--- src/rtl/bit_serializer_pkg.sv ---
// Shared definitions for the bit serializer: FSM state encoding, legal WIDTH range
// and the even-parity helper used for the optional parity bit (SER_PARITY_EN).
package ser_pkg;

    typedef enum logic [1:0] {
        ST_IDLE   = 2'b00,
        ST_SHIFT  = 2'b01,
        ST_PARITY = 2'b10
    } ser_state_e;

    localparam int WIDTH_MIN = 2;
    localparam int WIDTH_MAX = 32;

    // Narrower words are zero-extended by the caller, which leaves the XOR unchanged.
    function automatic logic even_parity(input logic [WIDTH_MAX-1:0] word);
        return ^word;
    endfunction

endpackage

--- src/rtl/bit_serializer.sv ---
// Parallel-to-serial front end for the pattern detector: one WIDTH-bit word per
// handshake, one bit per clock, gapless streaming. Define SER_PARITY_EN for a trailing even-parity bit.
module bit_serializer
    import ser_pkg::*;
#(
    parameter int WIDTH     = 8,
    parameter bit MSB_FIRST = 1'b1
) (
    input  logic             clk,
    input  logic             reset,
    input  logic [WIDTH-1:0] din,
    input  logic             din_valid,
    output logic             din_ready,
    output logic             bit_out,
    output logic             bit_valid,
    output logic             busy,
    output logic             word_done
);

    localparam int            CW   = (WIDTH > 1) ? $clog2(WIDTH) : 1;
    localparam logic [CW-1:0] LAST = CW'(WIDTH - 1);

    if (WIDTH < WIDTH_MIN || WIDTH > WIDTH_MAX) begin : g_width_check
        $error("bit_serializer: WIDTH out of range");
    end

    ser_state_e       r_state;
    ser_state_e       w_state_nxt;
    logic [WIDTH-1:0] r_shreg;
    logic [WIDTH-1:0] w_shreg_nxt;
    logic [CW-1:0]    r_cnt;
    logic [CW-1:0]    w_cnt_nxt;
    logic             w_accept;
    logic             w_head_nxt;
    logic             w_bit_nxt;
    logic             w_valid_nxt;
    logic             w_done_nxt;
`ifdef SER_PARITY_EN
    logic             r_par;
    logic             w_par_nxt;
`endif

    assign w_accept = din_valid & din_ready;

    // Ready decode: open in IDLE and in the cycle carrying a word's final line bit.
    always_comb begin
        din_ready = 1'b0;
        if (reset) begin
            din_ready = 1'b0;
        end else begin
            case (r_state)
                ST_IDLE:   din_ready = 1'b1;
`ifdef SER_PARITY_EN
                ST_SHIFT:  din_ready = 1'b0;
                ST_PARITY: din_ready = 1'b1;
`else
                ST_SHIFT:  din_ready = (r_cnt == LAST);
`endif
                default:   din_ready = 1'b0;
            endcase
        end
    end

    // Next-state, shift register and bit counter.
    always_comb begin
        w_state_nxt = r_state;
        w_shreg_nxt = r_shreg;
        w_cnt_nxt   = r_cnt;
`ifdef SER_PARITY_EN
        w_par_nxt   = r_par;
`endif
        if (w_accept) begin
            w_state_nxt = ST_SHIFT;
            w_shreg_nxt = din;
            w_cnt_nxt   = {CW{1'b0}};
`ifdef SER_PARITY_EN
            w_par_nxt   = even_parity(WIDTH_MAX'(din));
`endif
        end else begin
            case (r_state)
                ST_IDLE: begin
                    w_state_nxt = ST_IDLE;
                end
                ST_SHIFT: begin
                    if (r_cnt == LAST) begin
`ifdef SER_PARITY_EN
                        w_state_nxt = ST_PARITY;
`else
                        w_state_nxt = ST_IDLE;
`endif
                    end else begin
                        w_cnt_nxt   = r_cnt + CW'(1);
                        w_shreg_nxt = MSB_FIRST ? {r_shreg[WIDTH-2:0], 1'b0}
                                                : {1'b0, r_shreg[WIDTH-1:1]};
                    end
                end
`ifdef SER_PARITY_EN
                ST_PARITY: begin
                    w_state_nxt = ST_IDLE;
                end
`endif
                default: begin
                    w_state_nxt = ST_IDLE;
                end
            endcase
        end
    end

    // Output values for the coming cycle, taken from the next-state view so the outputs can be registered.
    always_comb begin
        w_head_nxt  = MSB_FIRST ? w_shreg_nxt[WIDTH-1] : w_shreg_nxt[0];
        w_bit_nxt   = 1'b0;
        w_valid_nxt = 1'b0;
        w_done_nxt  = 1'b0;
        case (w_state_nxt)
            ST_SHIFT: begin
                w_bit_nxt   = w_head_nxt;
                w_valid_nxt = 1'b1;
`ifdef SER_PARITY_EN
                w_done_nxt  = 1'b0;
`else
                w_done_nxt  = (w_cnt_nxt == LAST);
`endif
            end
`ifdef SER_PARITY_EN
            ST_PARITY: begin
                w_bit_nxt   = w_par_nxt;
                w_valid_nxt = 1'b1;
                w_done_nxt  = 1'b1;
            end
`endif
            default: begin
                w_bit_nxt   = 1'b0;
                w_valid_nxt = 1'b0;
                w_done_nxt  = 1'b0;
            end
        endcase
    end

    // State, datapath and output registers; reset aborts any word in flight.
    always_ff @(posedge clk) begin
        if (reset) begin
            r_state   <= ST_IDLE;
            r_shreg   <= {WIDTH{1'b0}};
            r_cnt     <= {CW{1'b0}};
            bit_out   <= 1'b0;
            bit_valid <= 1'b0;
            busy      <= 1'b0;
            word_done <= 1'b0;
`ifdef SER_PARITY_EN
            r_par     <= 1'b0;
`endif
        end else begin
            r_state   <= w_state_nxt;
            r_shreg   <= w_shreg_nxt;
            r_cnt     <= w_cnt_nxt;
            bit_out   <= w_bit_nxt;
            bit_valid <= w_valid_nxt;
            busy      <= w_valid_nxt;
            word_done <= w_done_nxt;
`ifdef SER_PARITY_EN
            r_par     <= w_par_nxt;
`endif
        end
    end

endmodule

--- config.mk ---
export PLATFORM = sky130hd
export DESIGN_NAME = bit_serializer
export DESIGN_NICKNAME = d
export VERILOG_FILES = /design/src/rtl/bit_serializer_pkg.sv /design/src/rtl/bit_serializer.sv
export SDC_FILE = /design/constraint.sdc
export NUM_CORES = 1
export LEC_CHECK = 0
export CORE_MARGIN = 10
export CORE_UTILIZATION = 42
export CTS_CLUSTER_DIAMETER = 120
export CTS_CLUSTER_SIZE = 30
export DETAILED_ROUTE_END_ITERATION = 10
export GPL_TIMING_DRIVEN = 0
export MAX_ROUTING_LAYER = met4
export PLACE_DENSITY = 0.72
export SLEW_MARGIN = 20
export SYNTH_ARGS = -nofsm -noshare
export SYNTH_HDL_FRONTEND = slang
export SYNTH_SLANG_ARGS = --single-unit
--- constraint.sdc ---
create_clock -name clk -period 1.63 [get_ports clk]
set_input_delay 0.326 -clock clk [delete_from_list [all_inputs] [get_ports clk]]
set_output_delay 0.326 -clock clk [all_outputs]
set_load 0.02 [all_outputs]
==> out/results.ini <==
[outcome]
outcome=finished clean

[power_and_ir_drop]
vdd_drop_max_uv=487
finalPower_w=0.000692
leakage_nw=0.321
powerDensity_mw_per_mm2=771

[routing]
drc=0
via_count=627
first_iter_violations=7
ant_nets=0
wire_per_inst_um=13.4
dr.pass1.iters=4
vias_per_cell=5.50
routed_wl_mm=1.52

[clocking]
numCtsBuffers=3
clk_pin_slew_ns=0.10
post-cts-setup-buffers=0
ctsHoldBuffers=0
cts_buffer_depth=2
clkSinkCount=15
worstSkewPairLatency_ns=0.29
ctsRootBufferMaster=clkbuf_4
cts_tree=built
htree_num_levels=1

[die]
die_h_um=60.4
io-pin-count=16
row_count=14
placeableCoreArea_mm2=0.00152
fp.dieW_um=60.4
start_util=0.449
die-area_mm2=0.00364

[cells_and_area]
final_nets=111
layout-drive-gt1-share=0.214
final_cells=114
post-route-util=0.589
syn2layout_area_growth_pct=31.3
stdcell_area_um2=898
diodes=0

[place]
post-place-ws_ns=-0.310
dp_hpwl_mm=1.08
globalplace.congestion=0.714
placed_cell_area_um2=845
portBuffers=14
dp_cells=110

[synthesis]
yosysWarnings=0
yosysTopAreaCellShare=0.439
synth_fp_nets=92
yosys-top-cells-area=dfxtp_1, a21oi_1, a211oi_1
syn_inst=80
ys_seq_area_frac=0.439
synth-seq-cells=15
yosysTopAreaCell=dfxtp_1
synth_area_um2=684
synth_cell_types=28
synth_area_per_cell_um2=8.56

[global_routing]
grt_pass1_vias=559
antenna_found_initial=0
grt_max_degree=11
gr-usage-all-layers=0.0885
grt_pass1_wl_mm=2.43
grt_overflow=0

[sta]
slew_violations=0
min_period_over_period=0.969
finalHoldViolCount=0
clock.fmax_mhz=633
fin_ws_ns=0.0504
finClkSkew_ns=0.00765
setup_viol=0
rsz0062_at_grt=false
period_minus_slack_ns=1.58

[run]
max-cap-violations=0

[setup_path]
crit_path_end_kind=output port
crit_family=flip-flops
cpPeakStageDelay_ns=0.37
crit_arrival_ns=1.25
worstSetupPathType=reg2out
slowest_stage=dfxtp_4
path_buf_inv=1
required_ns=1.30
critical_path.max_fanout=6
startpoint_type=flip-flop
crit_chain=ha_4 -> a21boi_4 -> nor3_2 -> buf_4

[hold_path]
hold_class=in2reg

[logic make-up after synthesis]
group	share of synthesized area
simple gates	0.199
compound gates	0.227
flops	0.439
buf+inv	0.0676
mux	0.0311
fa+ha+maj	0.0183
other cells	0.00548
xor+xnor	0.0128
[report_power, final]
group / leakage, nW / internal, W / switching, W
registers: 0.124 / 0.000379 / 0.0000103
logic: 0.180 / 0.0000467 / 0.0000376
clock network: 0.0177 / 0.0000912 / 0.000128
total: 0.321 / 0.000517 / 0.000176
[final timing paths]
check	startpoint	to	slack, ns	depth (start not counted)
setup / recovery	r_cnt[0]$_SDFF_PP0_	din_ready	0.05	4
hold / removal	reset	r_shreg[2]$_SDFFE_PP0P_	0.30	2
hold reg to reg	r_shreg[0]$_SDFFE_PP0P_	r_shreg[1]$_SDFFE_PP0P_	0.46	2
setup reg to reg	r_cnt[1]$_SDFF_PP0_	r_shreg[6]$_SDFFE_PP0P_	0.16	6
[layer usage]
metal | up-vias | global-route usage | part of all wire
li1 | 317 | - | -
met3 | 2 | 0.0292 | 0.043
met1 | 294 | 0.0946 | 0.46
met2 | 14 | 0.137 | 0.49
met5 | - | - | 0
met4 | 0 | 0.0577 | 0.0066
[Yosys cell counts]
master,number
mux2i_1,1
conb_1,1
or4_4,1
a21oi_2,1
nor4_2,1
buf_1,1
nand2b_1,1
nand3_1,1
or4_1,1
o21ai_0,2
ha_1,1
nand2_1,11
buf_2,4
a211oi_1,6
a21oi_1,11
a21boi_2,1
a21o_2,1
mux2_2,1
inv_1,1
buf_4,1
dfxtp_1,15
buf_6,1
nor3_1,3
nand3b_1,1
nor2_1,8
xnor2_1,1
a22oi_1,1
o2bb2ai_1,1
[state kept, by name, indices dropped and copies added (netlist names)]
name	cells
r_shreg	7
r_cnt	3
r_state	2
bit_out	1
busy	1
word_done	1
[cell usage in the layout, fill, tap and decap left out]
cell / synthesis / final
mux2_2: 1 / 1
o2bb2ai_1: 1 / 1
dfxtp_4: 0 / 1
clkinv_2: 0 / 1
o21ai_0: 2 / 2
clkbuf_4: 0 / 3
dfxtp_2: 0 / 1
clkdlybuf4s50_1: 0 / 12
nand3_1: 1 / 1
dfxtp_1: 15 / 13
a21oi_1: 11 / 11
a21boi_4: 0 / 1
dlygate4sd2_1: 0 / 1
buf_4: 1 / 2
or4_4: 1 / 1
a22oi_1: 1 / 1
nor4_2: 1 / 1
buf_2: 4 / 4
buf_1: 1 / 1
nand3b_1: 1 / 1
a21oi_2: 1 / 1
mux2i_1: 1 / 1
a21o_2: 1 / 1
nand2_1: 11 / 11
a211oi_1: 6 / 6
buf_6: 1 / 1
ha_4: 0 / 1
inv_1: 1 / 1
or4_1: 1 / 1
nor3_2: 0 / 1
nor2_1: 8 / 8
conb_1: 1 / 1
nand2b_1: 1 / 1
xnor2_1: 1 / 1
nor3_1: 3 / 2
[worst reg2reg max path: cells and delay by family (launching register included)]
| family | cells | cell delay (ns) |
|---|---|---|
| fa+ha+maj | 1 | 0.19 |
| flops | 1 | 0.38 |
| simple gates | 2 | 0.51 |
| compound gates | 2 | 0.12 |
| buf+inv | 1 | 0.15 |
[area by class of cell]
class                      instances  area [µm²]
fill                             149         626
multi-input combinational         57         363
sequential                        15         305
timing repair buffer              14         136
buffer                             7        42.5
clock buffer                       3        22.5
tap                               16        20.0
clock inverter                     1        5.00
inverter                           1        3.75
[repair_timing]
item                                    in CTS  in global routing
hold endpoints to repair                     0                  0
endpoints found under the setup margin       8                  2
pin swaps                                    0                  0
resized for setup                           10                  4
[stage by stage]
stage	hold slack, ns	setup TNS, ns
after floorplan	0.432	0
after global routing	0.302	0
after global placement	0.442	-1.14
after CTS	0.300	0
after detailed placement	0.452	-1.30
final	0.303	0
Power figures use the tool's default switching activity.
